File: src/rtl/read_master.sv
// Avalon-MM pipelined read master with a show-ahead return FIFO.
// Requests stop issuing once FIFO occupancy plus reads in flight reaches the depth.
module read_master #(
   parameter int AVALON_DATA_WIDTH        = 32,
   parameter int AVALON_ADDRESS_WIDTH     = 32,
   parameter int FIFO_DEPTH               = 16,
   parameter int FIFO_DEPTH_LOG2          = 4,
   parameter int AVALON_BYTE_ENABLE_WIDTH = AVALON_DATA_WIDTH / 8
) (
   input  logic                                M_AVALON_CLK,
   input  logic                                M_AVALON_RSTN,
   input  logic                                control_fixed_location,
   input  logic [AVALON_ADDRESS_WIDTH-1:0]     control_read_base,
   input  logic [AVALON_ADDRESS_WIDTH-1:0]     control_read_length,
   input  logic                                control_go,
   output logic                                control_done,
   output logic                                control_early_done,
   input  logic                                user_read_buffer,
   output logic [AVALON_DATA_WIDTH-1:0]        user_buffer_data,
   output logic                                user_data_available,
   input  logic                                M_AVALON_WAITREQUEST,
   input  logic [AVALON_DATA_WIDTH-1:0]        M_AVALON_READDATA,
   input  logic                                M_AVALON_READDATAVALID,
   output logic [AVALON_ADDRESS_WIDTH-1:0]     M_AVALON_ADDRESS,
   output logic                                M_AVALON_READ,
   output logic [AVALON_BYTE_ENABLE_WIDTH-1:0] M_AVALON_BYTEENABLE
);

   localparam int AW = AVALON_ADDRESS_WIDTH;
   localparam int DW = AVALON_DATA_WIDTH;
   localparam int LG = FIFO_DEPTH_LOG2;

   localparam logic [AW-1:0] STEP    = AW'(AVALON_BYTE_ENABLE_WIDTH);
   localparam logic [LG+1:0] DEPTH_C = (LG + 2)'(FIFO_DEPTH);
   localparam logic [LG:0]   ONE_C   = (LG + 1)'(1);
   localparam logic [LG-1:0] PONE_C  = LG'(1);

   logic [AW-1:0] addr_q, addr_d;
   logic [AW-1:0] len_q, len_d;
   logic [LG:0]   pend_q, pend_d;
   logic [LG:0]   used_q, used_d;
   logic [LG-1:0] wr_ptr_q, wr_ptr_d;
   logic [LG-1:0] rd_ptr_q, rd_ptr_d;
   logic          fixed_q, fixed_d;
   logic [DW-1:0] mem_q [FIFO_DEPTH];

   logic [LG+1:0] occ;
   logic          rd_en;
   logic          accept;
   logic          ret;
   logic          pop;
   logic          done;

   always_comb begin
      occ    = {1'b0, used_q} + {1'b0, pend_q};
      rd_en  = (len_q != '0) && (occ < DEPTH_C);
      accept = rd_en && !M_AVALON_WAITREQUEST;
      ret    = M_AVALON_READDATAVALID && (pend_q != '0);
      pop    = user_read_buffer && (used_q != '0);
      done   = (len_q == '0) && (pend_q == '0);

      addr_d   = addr_q;
      len_d    = len_q;
      fixed_d  = fixed_q;
      pend_d   = pend_q;
      used_d   = used_q;
      wr_ptr_d = wr_ptr_q;
      rd_ptr_d = rd_ptr_q;

      if (control_go && done) begin
         addr_d  = control_read_base;
         len_d   = control_read_length;
         fixed_d = control_fixed_location;
      end else if (accept) begin
         len_d = (len_q < STEP) ? '0 : len_q - STEP;
         if (!fixed_q) begin
            addr_d = addr_q + STEP;
         end
      end

      unique case ({accept, ret})
         2'b10:   pend_d = pend_q + ONE_C;
         2'b01:   pend_d = pend_q - ONE_C;
         default: pend_d = pend_q;
      endcase

      unique case ({ret, pop})
         2'b10:   used_d = used_q + ONE_C;
         2'b01:   used_d = used_q - ONE_C;
         default: used_d = used_q;
      endcase

      if (ret) begin
         wr_ptr_d = wr_ptr_q + PONE_C;
      end
      if (pop) begin
         rd_ptr_d = rd_ptr_q + PONE_C;
      end
   end

   always_ff @(posedge M_AVALON_CLK) begin
      if (!M_AVALON_RSTN) begin
         addr_q   <= '0;
         len_q    <= '0;
         fixed_q  <= 1'b0;
         pend_q   <= '0;
         used_q   <= '0;
         wr_ptr_q <= '0;
         rd_ptr_q <= '0;
      end else begin
         addr_q   <= addr_d;
         len_q    <= len_d;
         fixed_q  <= fixed_d;
         pend_q   <= pend_d;
         used_q   <= used_d;
         wr_ptr_q <= wr_ptr_d;
         rd_ptr_q <= rd_ptr_d;
      end
   end

   // Storage needs no reset: the pointers and count define what is valid.
   always_ff @(posedge M_AVALON_CLK) begin
      if (M_AVALON_RSTN && ret) begin
         mem_q[wr_ptr_q] <= M_AVALON_READDATA;
      end
   end

   assign M_AVALON_ADDRESS    = addr_q;
   assign M_AVALON_READ       = rd_en;
   assign M_AVALON_BYTEENABLE = '1;
   assign user_buffer_data    = mem_q[rd_ptr_q];
   assign user_data_available = (used_q != '0);
   assign control_early_done  = (len_q == '0);
   assign control_done        = done;

endmodule

File: config.mk
export PLATFORM = sky130hd
export DESIGN_NAME = read_master
export DESIGN_NICKNAME = d
export VERILOG_FILES = /design/src/rtl/read_master.sv
export SDC_FILE = /design/constraint.sdc
export NUM_CORES = 1
export LEC_CHECK = 0
export BUFFER_PORTS_ARGS = -buffer_cell sky130_fd_sc_hd__buf_2
export CORE_MARGIN = 8
export CORE_UTILIZATION = 50
export CTS_BUF_LIST = sky130_fd_sc_hd__clkbuf_8
export CTS_CLUSTER_SIZE = 24
export DETAILED_ROUTE_END_ITERATION = 12
export GPL_TIMING_DRIVEN = 0
export PLACE_DENSITY = 0.75
export SYNTH_ARGS = -nofsm -noshare
export SYNTH_HDL_FRONTEND = slang
export SYNTH_SLANG_ARGS = --single-unit
File: constraint.sdc
create_clock -name M_AVALON_CLK -period 4.43 [get_ports M_AVALON_CLK]
set_input_delay 0.2215 -clock M_AVALON_CLK [delete_from_list [all_inputs] [get_ports M_AVALON_CLK]]
set_output_delay 0.2215 -clock M_AVALON_CLK [all_outputs]
set_load 0.005 [all_outputs]
Word level (Yosys, flattened, before mapping)
Memory sizes are Yosys's and may differ from the RTL's. A register that Yosys moved wholly into a read port is not among the register bits.
Cells that the tools add are included.
{"block": "word_totals", "mem_count": 1, "in_bits": 103, "register_bits": 83, "ramBits": 512, "output_inout_bits": 72, "word_cells": 53}
{"name": "mem_q", "depth": 16, "word_bits": 32, "rd": 1, "rd_clocked_by_memory_dff": 1, "wr": 1, "line_no": "45", "text": "logic [DW-1:0] mem_q [FIFO_DEPTH];"}
{"block": "classes", "n_addsub": 9, "mux": 12, "order_cmp": 2, "n_reduce_logical": 17, "n_eq_ne": 5}
{"cell": "$mux W32", "n": 6}
{"cell": "$add A32 B3 Y32 const B", "n": 1}
{"cell": "$logic_not A32 Y1", "n": 1}
{"cell": "$lt A32 B3 Y1 const B", "n": 1}
{"cell": "$reduce_bool A32 Y1", "n": 1}
{"cell": "$sub A32 B3 Y32 const B", "n": 1}
{"cell": "$pmux W5 S2", "n": 2}
{"cell": "$add A5 B1 Y5 const B", "n": 2}
{"cell": "$reduce_bool A5 Y1", "n": 2}
{"cell": "$sub A5 B1 Y5 const B", "n": 2}
{"cell": "$add A4 B1 Y4 const B", "n": 2}
{"cell": "$mux W4", "n": 2}
{"cell": "$logic_and A1 B1 Y1", "n": 7}
{"cell": "$add A5 B5 Y6", "n": 1}
{"cell": "$lt A6 B5 Y1 const B", "n": 1}
{"cell": "$reduce_bool A2 Y1", "n": 3}
{"cell": "$logic_not A5 Y1", "n": 1}
{"cell": "$eq A2 B1 Y1 const B", "n": 2}
{"cell": "$eq A2 B2 Y1 const B", "n": 2}
{"cell": "$mux W1", "n": 2}
{"cell": "$ne A2 B1 Y1 const B", "n": 1}
{"cell": "$reduce_and A2 Y1", "n": 1}
{"cell": "$logic_not A1 Y1", "n": 1}

Depth between registers and ports, before layout
Gate-level depths: netlist of run 1.
{"block": "logic_depth", "word_depth": 6, "depth_mapped": 15, "mapped_depth_nobuf": 13}

Least setup slack after synthesis of run 1
Ideal clock, no wire load.
{"block": "synth_timing", "path_kind": "reg-to-reg", "startpoint": "register len_q[16]", "endpoint": "register pend_q[4]", "period_less_slack_ns": 3.742, "n_path_buf": 3, "setup_time_ns": 0.070, "slack_ns": 0.688, "stages_incl_launch_ff": 14, "required_time_ns": 4.360, "t_arrival_ns": 3.671, "cell_sequence": "dfxtp_1 > or4_4 > or4_4 > buf_6 > o311ai_2 > buf_4 > buf_4 > ha_1 > ha_1 > a21o_1 > a21oi_1 > xor2_1 > or3_1 > a21oi_1"}
{"block": "synth_between", "elab_chain_cells": 5, "word_cells_on_any_way": 7, "classes_between": "eq/ne (2); mux (1); reduce/logical (4)"}
{"item": "start: declaration", "line_no": "39", "text": "logic [AW-1:0] len_q, len_d;"}
{"item": "start signal: assignment", "line_no": "112", "text": "len_q <= len_d;"}
{"item": "$reduce_bool A32 Y1 (*)", "line_no": "56", "text": "rd_en = (len_q != '0) && (occ < DEPTH_C);"}
{"item": "$logic_and A1 B1 Y1 (*)", "line_no": "56"}
{"item": "$logic_and A1 B1 Y1 (*)", "line_no": "57", "text": "accept = rd_en && !M_AVALON_WAITREQUEST;"}
{"item": "$eq A2 B1 Y1 or $eq A2 B2 Y1 (tied branches)", "line_no": "81", "text": "unique case ({accept, ret})"}
{"item": "$pmux W5 S2 or $reduce_bool A2 Y1 (tied branches)"}
{"item": "end signal: assignment", "line_no": "114", "text": "pend_q <= pend_d;"}
{"item": "end: declaration", "line_no": "40", "text": "logic [LG:0] pend_q, pend_d;"}
Every way passes the cells marked *; elsewhere a longest branch is shown, timed or not.
A chain may end at the register's enable or synchronous reset.

Final worst setup path of run 1
{"block": "layout_timing", "startpoint": "register len_q[27]", "endpoint": "register pend_q[4]"}
Same word-level chain as after synthesis.

==> results.md, run 1 <==
* Status: completed
* Die outline height at 235.8 um
* Capturing point of the worst reg2reg path: pend_q[4]
* CP top delay family: simple AND/OR/NAND/NOR gates
* Internal Pwr Total at 10,390 uW
* Number of buffers created by CTS at 94
* Busiest grt layer: met2
* Cell chain of the critical path: or4_1 -> or3_1 -> clkbuf_1 -> o311ai_4 -> buf_4 -> buf_4 -> ha_2 -> ha_1 -> a21o_1 -> a21oi_1 -> xor2_1 -> or3_1 -> a21oi_1
* Slew at the pin closest to its max-slew limit at roughly 1.2 ns
* Overall routing resource usage at 0.2089
* Depth of the CTS H-tree at 3
* Pin count of the biggest net entering global routing at 22
* Clock-pin slew on the worst setup and hold paths at 0.06 ns
* Master cell of the clock root buffer: sky130_fd_sc_hd__clkbuf_8
* Fill cell total of the finished layout at 3,330
* FF-to-FF setup slack at 0.22 ns
* Port buffer count at 170
* Synth Area in Compound Gates at 0.04285
* Shortest period the worst path allows at 4.210 ns
* Commonest non-fill, non-tap cell in the layout: sky130_fd_sc_hd__edfxtp_1
* Pins over their slew limit at 0
* Placed Cells incl. Taps at 2,148
* Async S/R FF share, synth at 0
* Power per cell area at 531.0 mW/mm^2
* WHS Path Cells at 5
* TritonRoute pass-1 iters at 5
* Share of power burned in the clock network at 0.274
* Path class of the lowest-slack min-delay path: in2reg
* Hold path endpoint: M_AVALON_ADDRESS[27]
* Met2 demand-to-capacity share in global routing at 0.3559
* Average size of a mapped cell at 17.97 um^2
* Via density at 6.003
* VDD IR-drop max at approximately 570 uV
* Total design power at 15,370 uW
* Clock net sink count at roughly 600
* Highest achievable clock rate at approximately 240 MHz
* Net count, final at 1,852
* Type of the worst setup path: reg2reg
* Setup-failing EPs final at 0
* Cell area after synthesis at 0.02415 mm^2
* Number of flops mapped to enable cells by yosys at 512
* Post-placement cell area at 0.02624 mm^2
* Initial standard-cell utilization of the core at 0.5057
* FF-to-FF Start: len_q[27]
* R2r worst-path depth at 13
* Power share of the sequential group at 0.441
* Number of DRC markers after the initial detailed-route iteration at about 1,400
* Net Sw Frac at 0.3242
* Met3 routing resource usage after global routing at 0.04307
* Proportion of power drawn by combinational gates at 0.285
* Count of unique library cells instantiated by Yosys at between 50 and 60
* Cell leakage power at 0.009480 uW
* Xor-xnor portion of the synthesized cell area at 0.01596
* Portion of the clock cycle consumed by the worst path in the final layout at 0.9504
* Max transition margin at 0.2239
* Worst-path fanout max at 10
* Number of register bits inferred by synthesis at 599
* Width of the die at between 200 and 250 um
* Dominant synthesized flop cell: sky130_fd_sc_hd__edfxtp_1
* Highest-count cells in the layout ignoring fill and taps: sky130_fd_sc_hd__edfxtp_1, sky130_fd_sc_hd__buf_2, sky130_fd_sc_hd__mux4_2, sky130_fd_sc_hd__clkbuf_8, sky130_fd_sc_hd__dlygate4sd3_1
* Antenna violations before repair at 4
* Share of layout cells above drive strength 1 at 0.2771
* Worst clock skew on the final layout at 0.03017 ns
* Total congestion overflow at 0
* Insertion delay of the later-clocked pin in the worst-skew pair at 0.68 ns
* Global-route wire length before repair at 88,190 um
* Net switching component of the power at around 5000 uW
* Required time reported for the critical path endpoint at 5.03 ns
* Gate count of the mapped netlist at 1,344
* Final setup TNS at 0 ns
* Simple-gate share of the synthesized area at 0.05218
* Seq/Total Area, Yosys at 0.7088
* Launching element type of the critical path: register
* Largest family of logic cells by synthesized area: multiplexers
* Hold path start: M_AVALON_RSTN
* Core region area at 0.04775 mm^2
* DRC violations left at 0
* Endpoints failing hold at 0
* # IOs at 175
* Total wire length at ~59,000 um
* RSZ-0062 raised after global routing: no
* Number of warnings issued by yosys at 0
* Final std cells w/o fill at 2,416
* CP Capture Type: register
* FP Rows at 80
* TritonCTS clock tree: done
* Number of antenna-violating nets in the routed design at 0
* Final instance area at 0.02895 mm^2
* Detailed placer's ending HPWL at between 30,000 and 40,000 um
* Vias in the first global route at 14,880
* GR Layer Usage met1 at 0.2597
* Longest Clk Path Bufs at 3
* Drt wl/cell at 24.49 um
* Delay of the slowest cell on the worst path at 0.61 ns
* CP max stage cell: sky130_fd_sc_hd__or4_1
* Die area at between 0.05 and 0.06 mm^2
* Max-cap violation count at 0
* Crit path buf inv count at 3
* Mux cell area share after synthesis at 0.1513
* Overall via count from detail_route at 14,500
* Final estimated routing congestion in global placement at 0.9216
* Area grow syn2layout at 19.89%
* Adder and majority gate portion of the synthesized area at 0.01202
* Arrival time worst endpoint at just under 5 ns
==> worst min-delay path: cells and delay by family <==
family                 cells  cell delay (ns)
and+or+nand+nor            3             0.24
buffers and inverters      1             0.18
muxes                      1             0.07
==> routing by layer <==
metal | wire length [um] | vias to the layer above
met1 | 22900 | 7366
met4 | 2189 | 0
met2 | 29780 | 711
met5 | 0 | -
li1 | - | 6257
met3 | 4296 | 170
==> power by group through the flow <==
stage | Clock, uW | Sequential (uW) | Combinational, uW
5_1_grt | 4520 | 6810 | 4760
2_1_floorplan | 0 | 6800 | 2930
3_5_place_dp | 0 | 6880 | 4230
6_report | 4220 | 6780 | 4380
3_3_place_gp | 0 | 6860 | 4080
4_1_cts | 4280 | 6760 | 4320
==> stage by stage <==
step / setup WS, ns / hold slack (ns) / utilization
floorplan: 0.6882 / 0.3204 / -
global placement: -0.5475 / 0.4507 / 0.5399
detailed placement: 0.03428 / 0.4602 / 0.5496
CTS: 0.01041 / 0.001181 / 0.6057
global route: 0.04613 / 0.08823 / 0.6063
finish: 0.2196 / 0.07730 / 0.6063
==> registers in the layout, indices dropped and copies added (netlist names), named ones only <==
register and flops:
pend_q 5, used_q 5, len_q 32, mem_q 512, rd_ptr_q 4, fixed_q 1
wr_ptr_q 4, M_AVALON_ADDRESS 32
==> synth_stat cells, types with 4 or more instances <==
master                     number  area (um^2)
sky130_fd_sc_hd__a21o_1         4        30.03
sky130_fd_sc_hd__mux2i_1        5        50.05
sky130_fd_sc_hd__xnor2_1       31        271.5
sky130_fd_sc_hd__o41ai_1        4        35.03
sky130_fd_sc_hd__edfxtp_1     512        15370
sky130_fd_sc_hd__o31ai_1        4        30.03
sky130_fd_sc_hd__o21ai_0       45        225.2
sky130_fd_sc_hd__a22oi_1       14        105.1
sky130_fd_sc_hd__a21oi_1       72        360.4
sky130_fd_sc_hd__xor2_1        13        113.9
sky130_fd_sc_hd__mux4_2       160         3603
sky130_fd_sc_hd__a31oi_1        5        31.28
sky130_fd_sc_hd__inv_1         15        56.30
sky130_fd_sc_hd__a211oi_1       8        60.06
sky130_fd_sc_hd__nand3_1       19        95.09
sky130_fd_sc_hd__ha_1          20        250.2
sky130_fd_sc_hd__dfxtp_1       87         1742
sky130_fd_sc_hd__nor4_1        30        187.7
sky130_fd_sc_hd__nor2b_1        4        25.02
sky130_fd_sc_hd__nand4_1       12        75.07
sky130_fd_sc_hd__nand2_1       40        150.1
sky130_fd_sc_hd__or3_1         10        62.56
sky130_fd_sc_hd__nor3_1        26        130.1
sky130_fd_sc_hd__buf_1         14        52.55
sky130_fd_sc_hd__nand3b_1       5        37.54
sky130_fd_sc_hd__and2_1         4        25.02
sky130_fd_sc_hd__buf_4          6        45.04
sky130_fd_sc_hd__clkbuf_1      56        210.2
sky130_fd_sc_hd__nor2_1        70        262.8
==> final cells by class <==
type / count / area (um^2) / area share
Timing Repair Buffer: 284 / 2175 / 0.07512
Clock inverter: 65 / 306.5 / 0.01059
Multi-Input combinational cell: 653 / 6778 / 0.2341
Antenna cell: 4 / 10.01 / 0.0003458
Inverter: 15 / 56.30 / 0.001945
Sequential cell: 599 / 17120 / 0.5913
Tap cell: 615 / 769.5 / 0.02658
Clock buffer: 101 / 1390 / 0.04802
Buffer: 80 / 347.8 / 0.01202
==> worst max-delay path by stage <==
stage	from	to	slack, ns	cells past startpoint
after global placement	pend_q[0]	mem_q[15][17]	-0.55	6
after global routing	register	user_buffer_data[16]	0.05	5
after detailed placement	len_q[27]	pend_q[4]	0.03	13
after floorplan	len_q[16]	pend_q[4]	0.69	13
final	len_q[27]	pend_q[4]	0.22	13
after CTS	len_q[11]	pend_q[4]	0.01	12
==> cell families after synthesis <==
family | after synthesis
DFF | 599
other | 1
muxes | 165
xor gates and xnor gates | 44
AOI/OAI and AO/OA | 173
and+or+nand+nor | 245
buffers and inverters | 95
adders and majority gates | 22
==> what timing repair did <==
| action | in CTS | in global routing |
|---|---|---|
| hold buffers | 98 | 0 |
| setup endpoints to repair | 0 | 6 |
| hold endpoints to repair | 577 | 0 |
| buffers inserted | 0 | 0 |
| gates resized for setup | 0 | 5 |
Power figures use the tool's default switching activity.
==> run 2, diff against run 1 <==
SLEW_MARGIN = 15   (was not set)
clock period = 4.8 ns   (was 4.43 ns; I/O delays follow)
==> run 2 against run 1 <==
Cell area rose by 0.62%. Routed wire length rose by 1.2%. Via count barely moved.
==> results.md, run 2 (synthesized netlist as in run 1, its figures left out) <==
* Status: completed
* Area grow syn2layout at 20.63%
* Clock net sink count at 599
* Utilization after layout at 0.6101
* Timing startpoint of the critical path: len_q[11]
* FP Rows at 80
* Max-cap violation count at 0
* Antenna violations before repair at 4
* Via density at 5.981
* Detailed placer's ending HPWL at 37,750 um
* CP Capture Type: register
* Final setup margin at roughly 0.21 ns
* Highest-count cells in the layout ignoring fill and taps: sky130_fd_sc_hd__edfxtp_1, sky130_fd_sc_hd__buf_2, sky130_fd_sc_hd__mux4_2, sky130_fd_sc_hd__clkbuf_8, sky130_fd_sc_hd__dlygate4sd3_1
* Cell leakage power at 0.009531 uW
* Total congestion overflow at 0
* Post-placement cell area at 0.02637 mm^2
* Setup-failing EPs final at 0
* Vias in the first global route at between 15,000 and 20,000
* Fill cell total of the finished layout at around 3,300
* Slew at the pin closest to its max-slew limit at 1.089 ns
* Endpoints failing hold at 0
* TritonCTS clock tree: done
* Shortest period the worst path allows at 4.595 ns
* Port buffer count at 170
* Number of DRC markers after the initial detailed-route iteration at around 1,500
* DRC violations left at 0
* TritonRoute pass-1 iters at 6
* Highest achievable clock rate at 217.6 MHz
* Total wire length at 59,840 um
* Worst-path fanout max at 10
* Number of buffers created by CTS at 94
* Commonest non-fill, non-tap cell in the layout: sky130_fd_sc_hd__edfxtp_1
* Worst clock skew on the final layout at between 0.04 and 0.05 ns
* Clock-pin slew on the worst setup and hold paths at 0.07 ns
* Post-CTS setup-driven buffer insertion count at 0
* Longest Clk Path Bufs at 3
* Insertion delay of the later-clocked pin in the worst-skew pair at 0.69 ns
* Drt wl/cell at 24.70 um
* Fin Hold WS at between 0.08 and 0.09 ns
* Depth of the CTS H-tree at 3
* Post-CTS Resized at 0
* VDD IR-drop max at roughly 500 uV
* Net count, final at 1,856
* Number of antenna-violating nets in the routed design at 0
* Register area at 0.01712 mm^2
* Max transition margin at 0.2738
* Share of layout cells above drive strength 1 at 0.2822
* Hold Buf Count CTS at slightly below 100
* Overall via count from detail_route at 14,490
* Pin count of the biggest net entering global routing at 20
* R2r worst-path depth at 12
* Overall routing resource usage at 0.2125
* Arrival time worst endpoint at 5.21 ns
* Type of the worst setup path: reg2reg
* Final instance area at 0.02913 mm^2
* Core region area at about 0.048 mm^2
* FF-to-FF setup slack at 0.21 ns
* Die outline height at 235.8 um
* Master cell of the clock root buffer: sky130_fd_sc_hd__clkbuf_8
* Largest register FFs at roughly 510
* # IOs at 175
* Capturing point of the worst reg2reg path: pend_q[4]
* RSZ-0062 raised after global routing: no
* Launching element type of the critical path: register
* Critical path destination: pend_q[4]
* Total area of multi-input combinational cells at 0.006759 mm^2
* Pins over their slew limit at 0
* Power per cell area at between 400 and 500 mW/mm^2
* Total design power at 14,310 uW
* Required time reported for the critical path endpoint at between 5 and 6 ns
* WHS Path Cells at 5
* Worst slack after detailed placement at 0.4247 ns
* FF-to-FF Start: len_q[11]
* Final estimated routing congestion in global placement at 0.9216
* Global-route wire length before repair at about 89,000 um
* Initial standard-cell utilization of the core at 0.5057
* Portion of the clock cycle consumed by the worst path in the final layout at 0.9572
* Path class of the lowest-slack min-delay path: in2reg
* Largest register by flop count: mem_q
* Width of the die at 235.8 um
* Die area at between 0.05 and 0.06 mm^2
run 2: worst min path at each step:
stage                         startpoint                    to
floorplan           M_AVALON_READDATA[0]           mem_q[0][0]
global placement     M_AVALON_ADDRESS[1]   M_AVALON_ADDRESS[1]
detailed placement   M_AVALON_ADDRESS[0]   M_AVALON_ADDRESS[0]
CTS                        M_AVALON_RSTN  M_AVALON_ADDRESS[27]
global route               M_AVALON_RSTN  M_AVALON_ADDRESS[27]
finish                     M_AVALON_RSTN  M_AVALON_ADDRESS[27]
run 2: metrics by stage:
step	cells	TNS (ns)
floorplan	1347	0
global placement	2132	-12.60
detailed placement	2152	0
CTS	2419	0
global route	2421	0
finish	2423	0
run 2: worst max-delay path: stages (launching register included):
cell and delay (ns):
sky130_fd_sc_hd__dfxtp_1 0.37, sky130_fd_sc_hd__nor4_1 0.89, sky130_fd_sc_hd__nand4_1 0.40, sky130_fd_sc_hd__o311ai_2 0.80, sky130_fd_sc_hd__buf_4 0.33, sky130_fd_sc_hd__buf_4 0.23, sky130_fd_sc_hd__ha_1 0.31, sky130_fd_sc_hd__ha_1 0.32
sky130_fd_sc_hd__a21o_1 0.18, sky130_fd_sc_hd__a21oi_1 0.16, sky130_fd_sc_hd__xor2_1 0.09, sky130_fd_sc_hd__or3_1 0.31, sky130_fd_sc_hd__a21oi_1 0.14
run 2: cell type report:
| cell class | instances | share of cell area |
|---|---|---|
| clock buffer | 101 | 0.04772 |
| sequential | 599 | 0.5876 |
| clock inverter | 68 | 0.01301 |
| inverter | 15 | 0.001933 |
| tap | 615 | 0.02642 |
| antenna | 4 | 0.0003436 |
| multi-input combinational | 653 | 0.2320 |
| timing repair buffer | 288 | 0.07895 |
| buffer | 80 | 0.01198 |
run 2: where the power goes:
group / switching (uW) / leakage, uW / internal [uW]
Clock: 1970 / 0.000997 / 2070
Combinational: 2340 / 0.00322 / 1680
Sequential: 300 / 0.00531 / 5950
run 2: layer usage:
layer	vias up	global-route usage	part of all wire
met5	-	0	0.00022
met4	2	0.09099	0.038
met3	183	0.04178	0.074
met2	686	0.3641	0.51
met1	7360	0.2619	0.38
li1	6261	-	-
==> run 3, diff against run 2 <==
ABC_AREA = 1   (was not set)
==> run 3 against run 2 <==
Sequential power fell by 2%. Fmax grew 16%. Sequential cell count did not move. Register-to-register slack improved by 1.7 ns. Worst setup slack better by 0.64 ns. Clock skew rose by 0.0011 ns. Combinational power is 27% higher. Die area rose by 8.6%. Global-route usage up 5.0 points. Critical endpoint is now user_buffer_data[11].
==> results.md, run 3 <==
* Status: completed
* Antenna violations before repair at 3
* Port buffer count at 169
* DRC violations left at 0
* FP Rows at 84
* Vias in the first global route at 20,500
* Fraction of synthesized cell area taken by the top area cell type at 0.5828
* Number of flops mapped to enable cells by yosys at slightly above 500
* Portion of the clock cycle consumed by the worst path in the final layout at 0.8242
* Gate count of the mapped netlist at 2,398
* TritonCTS clock tree: done
* Largest area contributor in the synthesized netlist: sky130_fd_sc_hd__edfxtp_1
* Depth of the CTS H-tree at 3
* Pins over their slew limit at 0
* Final setup margin at 0.8438 ns
* Die outline height at 245.7 um
* Highest-count cells in the layout ignoring fill and taps: sky130_fd_sc_hd__edfxtp_1, sky130_fd_sc_hd__nand2_1, sky130_fd_sc_hd__inv_1, sky130_fd_sc_hd__buf_2, sky130_fd_sc_hd__o21ai_0
* Highest achievable clock rate at 252.8 MHz
* Fill cell total of the finished layout at between 4,000 and 5,000
* Detailed placer's ending HPWL at 54,120 um
* Cell leakage power at 0.01192 uW
* Final estimated routing congestion in global placement at 0.9119
* Via density at 5.798
* Synth area leaders: sky130_fd_sc_hd__edfxtp_1, sky130_fd_sc_hd__dfxtp_1, sky130_fd_sc_hd__nand2_1
* Leading post-synthesis cells by instance count: sky130_fd_sc_hd__edfxtp_1, sky130_fd_sc_hd__nand2_1, sky130_fd_sc_hd__inv_1, sky130_fd_sc_hd__nor2_1, sky130_fd_sc_hd__o21ai_0
* Core region area at 0.05234 mm^2
* Total area of multi-input combinational cells at approximately 0.008 mm^2
* Required time reported for the critical path endpoint at 4.56 ns
* Clock net sink count at 599
* Count of unique library cells instantiated by Yosys at 36
* Master cell of the clock root buffer: sky130_fd_sc_hd__clkbuf_8
* VDD IR-drop max at 292.2 uV
* Slew at the pin closest to its max-slew limit at 1.173 ns
* Area grow syn2layout at 19.26%
* Path class of the lowest-slack min-delay path: in2reg
* RSZ-0062 raised after global routing: no
* Number of antenna-violating nets in the routed design at 0
* Launching element type of the critical path: register
* Worst clock skew on the final layout at between 0.04 and 0.05 ns
* Total wire length at ~81,000 um
* Insertion delay of the later-clocked pin in the worst-skew pair at 0.70 ns
* Async S/R FF share, synth at 0
* Dominant synthesized flop cell: sky130_fd_sc_hd__edfxtp_1
* Global-route wire length before repair at 120,500 um
* CP max stage cell: sky130_fd_sc_hd__dfxtp_1
* Largest register FFs at 512
* Overall via count from detail_route at around 20,000
* Die area at between 0.06 and 0.07 mm^2
* CP Capture Type: output port
* Initial standard-cell utilization of the core at 0.5041
* Largest register by flop count: mem_q
* Delay of the slowest cell on the worst path at 0.61 ns
* Width of the die at 245.7 um
* Commonest non-fill, non-tap cell in the layout: sky130_fd_sc_hd__edfxtp_1
* Share of layout cells above drive strength 1 at 0.1331
* Number of buffers created by CTS at 96
* Average size of a mapped cell at 11.00 um^2
* Cell with the most instances after synthesis: sky130_fd_sc_hd__edfxtp_1
* Worst slack after detailed placement at 1.613 ns
* Total congestion overflow at 0
* Drt wl/cell at 22.85 um
* Seq/Total Area, Yosys at 0.6488
* TritonRoute pass-1 iters at 6
* Number of register bits inferred by synthesis at about 600
* Longest Clk Path Bufs at 3
* Type of the worst setup path: reg2out
* Arrival time worst endpoint at 3.72 ns
* Max transition margin at 0.2182
* Clock-pin slew on the worst setup and hold paths at 0.05 ns
* Shortest period the worst path allows at 3.956 ns
* Power per cell area at ~490 mW/mm^2
* Number of warnings issued by yosys at 0
* Cell chain of the critical path: clkbuf_1 -> buf_2 -> clkbuf_1 -> a21oi_1 -> o21ai_0 -> o211ai_1 -> nand3_1 -> nand2_1 -> buf_2
* Setup-failing EPs final at 0
* Final setup TNS at 0 ns
* Max-cap violation count at 0
* Pin count of the biggest net entering global routing at 20
* Endpoints failing hold at 0
* Worst-path fanout max at 10
* # IOs at around 180
* Cell area after synthesis at 0.02638 mm^2
* Register area at between 0.015 and 0.02 mm^2
* Overall routing resource usage at 0.2628
* Number of DRC markers after the initial detailed-route iteration at 2,765
* Net count, final at 2,911
## run 3: cell types whose count changed after synthesis, sizes merged, moves of 19 or more
cell    before  now
buf         24   55
nand2       40  412
nor4        31    0
mux4       160    0
o211ai       0  128
inv         15  226
nand3       19   99
o21ai       45  192
mux2i        5  128
xnor2       31   12
a21oi       72  177
nor2        71  201
## run 3: what timing repair did
item,4_1_cts,5_1_grt
setup buffers,0,0
resized for setup,0,0
endpoints found under the hold margin,581,0
hold buffers,99,0
## run 3: report_power, final
part	total (uW)	switching [uW]	leakage, uW	internal (uW)
Combinational	5110	3390	0.00553	1720
Clock	4150	2010	0.00107	2140
Sequential	6150	238	0.00532	5910
Total	15400	5640	0.0119	9780
## run 3: cell families (layout without fill, tap and decap cells)
logic type	after synthesis	in the layout	synth area share
AOI/OAI and AO/OA	507	507	0.1091
xor gates and xnor gates	38	38	0.01262
adders and majority gates	22	22	0.01100
buffers and inverters	357	812	0.05387
DFF	599	599	0.6488
muxes	128	128	0.04856
other	1	6	0.0001421
and+or+nand+nor	746	746	0.1160
## run 3: final cells by class
class / instances / share of cell area
Sequential cell: 599 / 0.5440
Multi-Input combinational cell: 1445 / 0.2535
Timing Repair Buffer: 287 / 0.07261
Clock buffer: 103 / 0.04506
Tap cell: 688 / 0.02736
Inverter: 229 / 0.02732
Buffer: 128 / 0.01786
Clock inverter: 65 / 0.01213
Antenna cell: 2 / 0.0001591
## run 3: final timing paths
kind / slack (ns) / endpoint / start / depth (start not counted)
setup / recovery: 0.84 / user_buffer_data[11] / register / 9
hold / removal: 0.06 / M_AVALON_ADDRESS[22] / control_go / 5
setup reg to reg: 1.91 / pend_q[4] / used_q[4] / 13
hold reg to reg: 0.46 / len_q[0] / len_q[0] / 2
## run 3: worst max-delay path, delay by kind of cell, from the launching register on
family / cells / cell delay, ns
buf+inv: 4 / 1.63
flops: 1 / 0.61
compound gates: 3 / 0.44
simple gates: 2 / 0.37
## run 3: per-layer routing
metal / part of all wire / up-vias / track usage
li1: - / 9186 / -
met2: 0.47 / 1305 / 0.4285
met4: 0.053 / 2 / 0.1303
met1: 0.37 / 9785 / 0.3306
met3: 0.11 / 280 / 0.05615
met5: 0.00016 / - / 0
## run 3: stage by stage
| step | util | cells | instance area (um^2) | hold slack (ns) | power, uW |
|---|---|---|---|---|---|
| 3_5_place_dp | 0.5477 | 3277 | 28670 | 0.4604 | 11220 |
| 3_3_place_gp | 0.5369 | 3258 | 28100 | 0.4501 | 11040 |
| 6_report | 0.6011 | 3546 | 31460 | 0.05688 | 15420 |
| 2_1_floorplan | - | 2401 | 26390 | 0.3389 | 9416 |
| 4_1_cts | 0.6010 | 3544 | 31460 | 0.01481 | 15370 |
| 5_1_grt | 0.6011 | 3546 | 31460 | 0.05233 | 16170 |
